<file path="src/rtl/pipe_pkg.sv">
// Shared types for the EX/MEM pipeline register: control bundle, held entry and
// skid-buffer occupancy state. Saturating counter helper used when EXMEM_STATS_EN is defined.
package pipe_pkg;

  localparam int DEFAULT_DATA_W = 32;
  localparam int DEFAULT_REG_W  = 5;

  typedef struct packed {
    logic branch;
    logic mem_read;
    logic mem_write;
    logic reg_write;
    logic mem_to_reg;
  } ex_mem_ctrl_t;

  typedef struct packed {
    logic [DEFAULT_DATA_W-1:0] result;
    logic                      zero;
    logic [DEFAULT_DATA_W-1:0] wdata;
    logic [DEFAULT_DATA_W-1:0] target;
    logic [DEFAULT_REG_W-1:0]  rd;
    ex_mem_ctrl_t              ctrl;
  } ex_mem_entry_t;

  typedef enum logic [1:0] {
    ST_EMPTY = 2'd0,
    ST_ONE   = 2'd1,
    ST_TWO   = 2'd2
  } pipe_state_t;

  function automatic logic [31:0] sat_inc(input logic [31:0] v);
    return (v == 32'hFFFF_FFFF) ? v : v + 32'd1;
  endfunction

endpackage

</file>
<file path="src/rtl/pipe_skid_buf.sv">
// Two-entry skid buffer: in_ready depends only on registered occupancy, so the upstream
// stage never sees a combinational path from out_ready. Occupancy is exported as state_o.
module pipe_skid_buf
  import pipe_pkg::*;
#(
  parameter int WIDTH = 8
) (
  input  logic             clk,
  input  logic             reset,
  input  logic             flush,
  input  logic             in_valid,
  output logic             in_ready,
  input  logic [WIDTH-1:0] in_data,
  input  logic             out_ready,
  output logic [WIDTH-1:0] out_data,
  output pipe_state_t      state_o
);

  // Handshake: a beat moves on a side only in a cycle where valid and ready are both 1;
  // a producer holds valid and data stable until that cycle, ready never waits on valid.
  pipe_state_t      state_q, state_d;
  logic [WIDTH-1:0] main_q, main_d;
  logic [WIDTH-1:0] skid_q, skid_d;
  logic             out_valid;
  logic             accept;
  logic             deliver;

  assign out_valid = (state_q != ST_EMPTY);
  assign in_ready  = ~reset & (state_q != ST_TWO);
  assign accept    = in_valid & in_ready;
  assign deliver   = out_valid & out_ready;

  always_comb begin
    state_d = state_q;
    main_d  = main_q;
    skid_d  = skid_q;
    case (state_q)
      ST_EMPTY: begin
        if (accept) begin
          state_d = ST_ONE;
          main_d  = in_data;
        end
      end
      ST_ONE: begin
        if (accept && deliver) begin
          main_d = in_data;
        end else if (accept) begin
          state_d = ST_TWO;
          skid_d  = in_data;
        end else if (deliver) begin
          state_d = ST_EMPTY;
        end
      end
      ST_TWO: begin
        if (deliver) begin
          state_d = ST_ONE;
          main_d  = skid_q;
        end
      end
      default: state_d = ST_EMPTY;
    endcase
    // Flush drops everything, including a beat offered in the same cycle.
    if (flush) begin
      state_d = ST_EMPTY;
      main_d  = main_q;
      skid_d  = skid_q;
    end
  end

  always_ff @(posedge clk) begin
    if (reset) begin
      state_q <= ST_EMPTY;
      main_q  <= '0;
      skid_q  <= '0;
    end else begin
      state_q <= state_d;
      main_q  <= main_d;
      skid_q  <= skid_d;
    end
  end

  assign out_data = main_q;
  assign state_o  = state_q;

endmodule

</file>
<file path="src/rtl/ex_mem_pipe.sv">
// EX/MEM pipeline register with valid/ready on both sides, flush and registered branch decision.
// Define EXMEM_STATS_EN to implement the StallCnt/FlushCnt counters; otherwise they read 0.
module ex_mem_pipe
  import pipe_pkg::*;
#(
  parameter int DATA_W = pipe_pkg::DEFAULT_DATA_W,
  parameter int REG_W  = pipe_pkg::DEFAULT_REG_W
) (
  input  logic              clk,
  input  logic              reset,
  input  logic              in_valid,
  output logic              in_ready,
  input  logic [DATA_W-1:0] ALUresult,
  input  logic              zero,
  input  logic [DATA_W-1:0] WriteData,
  input  logic [DATA_W-1:0] PCBranch,
  input  logic [REG_W-1:0]  WriteReg,
  input  logic [4:0]        Ctrl,
  input  logic              flush,
  output logic              out_valid,
  input  logic              out_ready,
  output logic [DATA_W-1:0] ALUresult_o,
  output logic [DATA_W-1:0] WriteData_o,
  output logic [DATA_W-1:0] PCBranch_o,
  output logic [REG_W-1:0]  WriteReg_o,
  output logic [4:0]        Ctrl_o,
  output logic              PCSrc,
  output logic [31:0]       StallCnt,
  output logic [31:0]       FlushCnt
);

  // DATA_W/REG_W must match the pipe_pkg defaults that size ex_mem_entry_t.
  ex_mem_entry_t in_entry;
  ex_mem_entry_t out_entry;
  pipe_state_t   buf_state;

  assign in_entry = '{
    result: ALUresult,
    zero:   zero,
    wdata:  WriteData,
    target: PCBranch,
    rd:     WriteReg,
    ctrl:   ex_mem_ctrl_t'(Ctrl)
  };

  pipe_skid_buf #(
    .WIDTH($bits(ex_mem_entry_t))
  ) u_skid (
    .clk       (clk),
    .reset     (reset),
    .flush     (flush),
    .in_valid  (in_valid),
    .in_ready  (in_ready),
    .in_data   (in_entry),
    .out_ready (out_ready),
    .out_data  (out_entry),
    .state_o   (buf_state)
  );

  assign out_valid   = (buf_state != ST_EMPTY);
  assign ALUresult_o = out_entry.result;
  assign WriteData_o = out_entry.wdata;
  assign PCBranch_o  = out_entry.target;
  assign WriteReg_o  = out_entry.rd;
  assign Ctrl_o      = out_entry.ctrl;
  assign PCSrc       = out_valid & out_entry.ctrl.branch & out_entry.zero;

`ifdef EXMEM_STATS_EN
  logic [31:0] stall_cnt_q, stall_cnt_d;
  logic [31:0] flush_cnt_q, flush_cnt_d;
  logic        flush_kills;

  // The main entry leaving in the flush cycle is delivered, not killed.
  assign flush_kills = flush & ((buf_state == ST_TWO) | ((buf_state == ST_ONE) & ~out_ready));

  always_comb begin
    stall_cnt_d = stall_cnt_q;
    flush_cnt_d = flush_cnt_q;
    if (out_valid & ~out_ready) stall_cnt_d = sat_inc(stall_cnt_q);
    if (flush_kills)            flush_cnt_d = sat_inc(flush_cnt_q);
  end

  always_ff @(posedge clk) begin
    if (reset) begin
      stall_cnt_q <= '0;
      flush_cnt_q <= '0;
    end else begin
      stall_cnt_q <= stall_cnt_d;
      flush_cnt_q <= flush_cnt_d;
    end
  end

  assign StallCnt = stall_cnt_q;
  assign FlushCnt = flush_cnt_q;
`else
  assign StallCnt = '0;
  assign FlushCnt = '0;
`endif

endmodule

</file>
<file path="config.mk">
export PLATFORM = sky130hd
export DESIGN_NAME = ex_mem_pipe
export DESIGN_NICKNAME = d
export VERILOG_FILES = /design/src/rtl/pipe_pkg.sv /design/src/rtl/pipe_skid_buf.sv /design/src/rtl/ex_mem_pipe.sv
export SDC_FILE = /design/constraint.sdc
export NUM_CORES = 1
export LEC_CHECK = 0
export BUFFER_PORTS_ARGS = -buffer_cell sky130_fd_sc_hd__buf_2
export CAP_MARGIN = 25
export CORE_MARGIN = 8
export CORE_UTILIZATION = 30
export CTS_CLUSTER_SIZE = 16
export DETAILED_ROUTE_END_ITERATION = 6
export SLEW_MARGIN = 30
export SYNTH_ARGS = -nofsm -noshare
export SYNTH_HDL_FRONTEND = slang
export SYNTH_SLANG_ARGS = --single-unit
</file>
<file path="constraint.sdc">
create_clock -name clk -period 5.64 [get_ports clk]
set_clock_uncertainty 0.2 [all_clocks]
set_input_delay 0.282 -clock clk [delete_from_list [all_inputs] [get_ports clk]]
set_output_delay 0.282 -clock clk [all_outputs]
set_load 0.005 [all_outputs]
</file>
# Yosys cells after proc, flatten, opt, wreduce, memory -nomap -nowiden

Index checks and enable logic that the tools add are counted.

Add/subtract/negate cells: 0
Magnitude comparators: 0
Div/mod/pow operators: 0
Shifts and indexed selects: 0
Bitwise gates (word level): 8
Eq/ne operators: 8
Mux-type cells: 10
Reduce and logical (&&, ||, !) cells: 8
Multiply operators: 0

Operators with widths:

| operator                                                               | count |
|---|---|
| 107-bit two-way mux                                                    | 3 |
| 107-bit case mux with 3 select lines                                   | 1 |
| 2-bit two-way mux                                                      | 5 |
| 4-bit AND reduction                                                    | 2 |
| 2-bit by 1-bit != test with 1-bit output (second input constant)       | 3 |
| 2-bit case mux with 3 select lines                                     | 1 |
| 1-bit AND                                                              | 5 |
| 5-bit AND reduction                                                    | 1 |
| 2-bit != test (second input constant)                                  | 2 |
| 3-bit by 1-bit != test with 1-bit output (second input constant)       | 1 |
| 1-bit inverter                                                         | 3 |
| 3-bit nonzero test                                                     | 1 |
| 2-bit by 1-bit equality test with 1-bit output (second input constant) | 1 |
| 2-bit equality test (second input constant)                            | 1 |
| 2-bit zero test                                                        | 1 |
| 2-bit nonzero test                                                     | 1 |
| 2-bit OR reduction                                                     | 1 |
| 1-bit logical AND                                                      | 1 |

Output and inout port bits: 173
Memories kept: 0
Input port bits: 112
Logic and storage cells: 37
Bits in read-only memories: 0
Flip-flop bits (word level): 216
Memory bits (writable): 0
Latch bits: 0

# Logic depth before layout (Yosys ltp)

Depth after elaboration: 6
Depth in mapped cells: 7
Gate-level depth less buffers: 3

# Modules after synthesis

From an unflattened synthesis, not the netlist that was laid out.

Cell total of the unflattened synthesis: 1,087
Area, all modules: 10,169.8 um2

Modules (own cells, without submodules):

| module        | area each (um2) | instances | cells an instance | seq. area each (um2) |
|---|---|---|---|---|
| pipe_skid_buf | 9,669.3         | 1         | 1,020             | 4,324.1 |
| ex_mem_pipe   | 500.5           | 1         | 67                | 0.0 |

# Least setup slack after synthesis

OpenSTA, ideal clock, no wires.

Path type: reg2reg
From: register u_skid.state_q[0], in the netlist u_skid.state_o[0]
To: register u_skid.skid_q[30]
Period minus slack after synthesis: 1.858 ns
Cell stages (with the launch flop): 7
Setup time: 0.132 ns
Setup slack: 3.782 ns
Required time: 5.308 ns
Path buffers: 3
Arrival time: 1.525 ns
Path through: dfxtp_1 > or4b_1 > clkbuf_1 > buf_2 > clkbuf_1 > o21ai_0 > a21oi_1

Word-level cells in the longest chain between the ends: 6
Elaborated cells between the ends (all ways): 9
Those cells by class: 2 x eq/ne; 4 x bitwise; 3 x reduce/logical

Ends and longest elaborated chain:

| what                                     | line                | source |
|---|---|---|
| start, declared                          | pipe_skid_buf.sv:21 | `pipe_state_t state_q, state_d;` |
| start signal, assigned                   | pipe_skid_buf.sv:76 | `state_q <= state_d;` |
| 2-bit != test                            | pipe_skid_buf.sv:29 | `assign in_ready = ~reset & (state_q != ST_TWO);` |
| 1-bit AND                                | pipe_skid_buf.sv:29 |  |
| 1-bit AND                                | pipe_skid_buf.sv:30 | `assign accept = in_valid & in_ready;` |
| 1-bit logical AND                        | pipe_skid_buf.sv:45 | `if (accept && deliver) begin` |
| 1-bit inverter (no source line)          | --                  |  |
| 4-bit AND reduction (no source line) (*) | --                  |  |
| end signal, assigned                     | pipe_skid_buf.sv:78 | `skid_q <= skid_d;` |
| end, declared                            | pipe_skid_buf.sv:23 | `logic [WIDTH-1:0] skid_q, skid_d;` |

Every way passes the cells marked *; elsewhere a longest branch is shown, timed or not.
A chain may end at the register's enable or synchronous reset.

# Final worst setup path

From: register u_skid.state_q[0], in the netlist u_skid.state_o[0]
To: register u_skid.skid_q[65]

The elaborated chain is that of the path after synthesis.

==> results by group <==
Die
  – Die extent in x: 205 um
  – Initial Util: approximately 30%
  – Full die area: 0.0422 mm2
  – Row count: between 60 and 70
  – Core ar.: 0.0354 mm2
  – Die Ht: 205 um
  – Num ports: 285

STA
  – Relative slew slack: between 30% and 40%
  – Final hold vios: 0
  – TNS Setup: 0 ns
  – Minimum clock period: ~2.9 ns
  – Final Setup Violations: 0
  – Slew @ Worst Pin: around 0.9 ns
  – Max-slew violations: 0
  – Post-route setup slack: 2.76 ns
  – RSZ-0062 raised after global routing: false
  – Max Freq: 347 MHz
  – Final period utilization: 51.0%

Critical path
  – R2r endpoint: u_skid.skid_q[65]$_SDFFE_PP0P_
  – Kind of critical path: reg2reg
  – Startpoint Class: flop
  – Worst EP required: 5.86 ns
  – Worst Path Arrival: 3.10 ns
  – Critical path peak fanout: 60
  – Critical Path Sink Type: flop
  – Reg2Reg Depth: 5
  – FF-to-FF setup slack: 2.76 ns
  – R2r startpoint: u_skid.state_o[0]$_SDFFE_PP0P_

Power and ir drop
  – Cell area power density: 282 mW/mm2
  – Peak supply drop: 0.181 mV
  – Leak Pwr: roughly 5.6 nW

Global route
  – Largest net degree at the start of global routing: 90
  – Vias in the first global route: between 9000 and 10000
  – First-pass GRT wire length: about 54000 um
  – Initial antenna violation count: 3
  – Gr usage total: 15.5%
  – Total congestion overflow: 0

Routing
  – Post-route ant nets: 0
  – Via Count: ~9400
  – Vias per cell: 5.23
  – DRC viols: 0
  – Iter 0 DRT Violations: 564
  – DRT Wirelength: roughly 35000 um
  – First-pass DRT Iterations: 5
  – Post-DR wirelength/cell: 19.4 um

Place
  – Placer congestion estimate: 0.717
  – DP HPWL: 20300 um
  – IO buf count: 220
  – Setup WS pre-CTS: 2.59 ns

Worst hold path
  – WHS Endpoint: u_skid.skid_q[55]$_SDFFE_PP0P_
  – Worst Hold Depth: 2
  – Hold path startpoint: reset
  – Worst hold path type: in2reg

Clocking
  – Resized cells post-CTS: 0
  – Worst skew pair latency: 0.53 ns
  – Clock Path Buffers: 3
  – Total CTS buffers: 26
  – # H-tree levels: 1
  – Post-CTS setup buffers: 0
  – Clk sink count: 216
  – Root buf cell: clkbuf_16
  – CTS tree: done
  – Clock transition at path regs: 0.06 ns

Final layout
  – Fin util: 37.2%
  – NumNets Final: 1438
  – Layout area overhead: 22.3%
  – # fillers: 3615
  – Ratio of cells with drive above 1 in the final layout: 21.6%

Logic synthesis
  – Mapped Area: 0.0108 mm2
  – Yosys reg bits: 216
  – Post-Synthesis Cells: 1193
  – Register area share after synthesis: 40.2%
  – Syn avg cell area: 9.01 um2
  – Post-synth cell types: 25
  – Yosys warns: 0

Run status
  – Status: finished clean

Flow run
  – Max-cap violations: 0
[metrics by stage]
stage | power, mW | hold slack, ns | cells | area (um2)
6_report | 3.71 | 0.0291 | 1803 | 13200
5_1_grt | 3.86 | 0.0394 | 1803 | 13200
4_1_cts | 3.76 | 0.00119 | 1801 | 13100
3_5_place_dp | 1.99 | 0.265 | 1644 | 11100
3_3_place_gp | 1.98 | 0.259 | 1640 | 11000
2_1_floorplan | 1.91 | 0.165 | 1256 | 11000
[final cells by class]
type                            count  area, um2  share of cell area [%]
Tap cell                          461        577                    4.39
Sequential cell                   216       4320                    32.9
Timing Repair Buffer              354       2510                    19.1
Antenna cell                        1       2.50                  0.0190
Clock inverter                      5       78.8                   0.599
Multi-Input combinational cell    728       4890                    37.2
Clock buffer                       38        777                    5.91
[logic make-up (layout without fill, tap and decap cells)]
group / Yosys count / after routing / share of synthesized area (%)
multiplexers: 107 / 107 / 9.96
buffers and inverters: 312 / 397 / 17.3
flip-flops: 216 / 216 / 40.2
AND/OR/NAND/NOR: 124 / 124 / 6.03
other: 1 / 65 / 0.0349
AO/OA/AOI/OAI: 433 / 433 / 26.5
[state kept, by name (all words and copies together), names as in the netlist]
register and count:
u_skid.state_o 2, u_skid.out_data 107, u_skid.skid_q 107
[how the worst max path moves through the flow]
stage                                              start                          endpoint  slack [ns]
after floorplan           u_skid.state_o[0]$_SDFFE_PP0P_    u_skid.skid_q[30]$_SDFFE_PP0P_        3.78
after global placement                             reset   u_skid.out_data[0]$_SDFFE_PP0P_        2.58
after detailed placement                           reset  u_skid.out_data[91]$_SDFFE_PP0P_        2.59
after CTS                 u_skid.state_o[0]$_SDFFE_PP0P_    u_skid.skid_q[52]$_SDFFE_PP0P_        2.80
after global routing      u_skid.state_o[0]$_SDFFE_PP0P_    u_skid.skid_q[52]$_SDFFE_PP0P_        2.66
final                     u_skid.state_o[0]$_SDFFE_PP0P_    u_skid.skid_q[65]$_SDFFE_PP0P_        2.76
[synthesized netlist by cell type]
library cell	count	area, um2
clkbuf_1	103	387
dfxtp_1	216	4320
nor4b_2	1	15.0
a2111oi_0	1	8.76
and3_1	1	6.26
a21oi_1	109	546
buf_4	171	1280
nand3_1	107	536
nand2b_1	3	18.8
conb_1	1	3.75
nor2_1	2	7.51
nor2b_1	3	18.8
nor4bb_1	1	10.0
or3b_2	1	8.76
a31o_1	1	8.76
or2_2	1	6.26
buf_2	38	190
nand2_1	3	11.3
o21a_1	1	7.51
o21ai_1	3	15.0
a311oi_1	107	937
a211oi_1	107	803
o21ai_0	104	521
or4b_1	1	10.0
mux2i_1	107	1070
[timing repair]
| item | CTS | global route |
|---|---|---|
| endpoints found under the setup margin | 0 | 0 |
| hold buffers | 114 | 0 |
| endpoints found under the hold margin | 216 | 0 |
[layer usage]
| layer | up-vias | part of all wire, % | global-route usage [%] |
|---|---|---|---|
| li1 | 4491 | - | - |
| met5 | - | 0.066 | 0 |
| met3 | 57 | 6.2 | 3.16 |
| met2 | 305 | 47 | 25.7 |
| met1 | 4572 | 44 | 20.1 |
| met4 | 4 | 2.0 | 4.62 |
[power by group]
group,switching (mW),internal (mW)
sequential,0.0280,1.57
clock,0.653,1.03
combinational,0.238,0.186
[worst max-delay path, cell delays in order (launching register included)]
cell and delay, ns:
dfxtp_1 0.57, or4b_4 0.80, buf_16 0.31, o21ai_0 0.19, a21oi_1 0.08, dlygate4sd3_1 0.59
[layout by cell type, fill, tap and decap left out, types with 2 or more instances in the layout]
| cell type | instances |
|---|---|
| buf_16 | 4 |
| buf_12 | 2 |
| a311oi_1 | 107 |
| nand3_1 | 107 |
| nand2b_4 | 3 |
| buf_4 | 13 |
| a21oi_1 | 109 |
| buf_2 | 219 |
| clkbuf_8 | 6 |
| dfxtp_1 | 216 |
| clkbuf_16 | 27 |
| buf_6 | 2 |
| bufinv_16 | 2 |
| clkinv_2 | 2 |
| o21ai_0 | 104 |
| o21ai_1 | 3 |
| a211oi_1 | 107 |
| nand2_1 | 3 |
| nor2b_4 | 2 |
| mux2i_1 | 107 |
| dlygate4sd3_1 | 114 |
| conb_1 | 64 |
| clkbuf_1 | 5 |
Power figures use the tool's default switching activity.
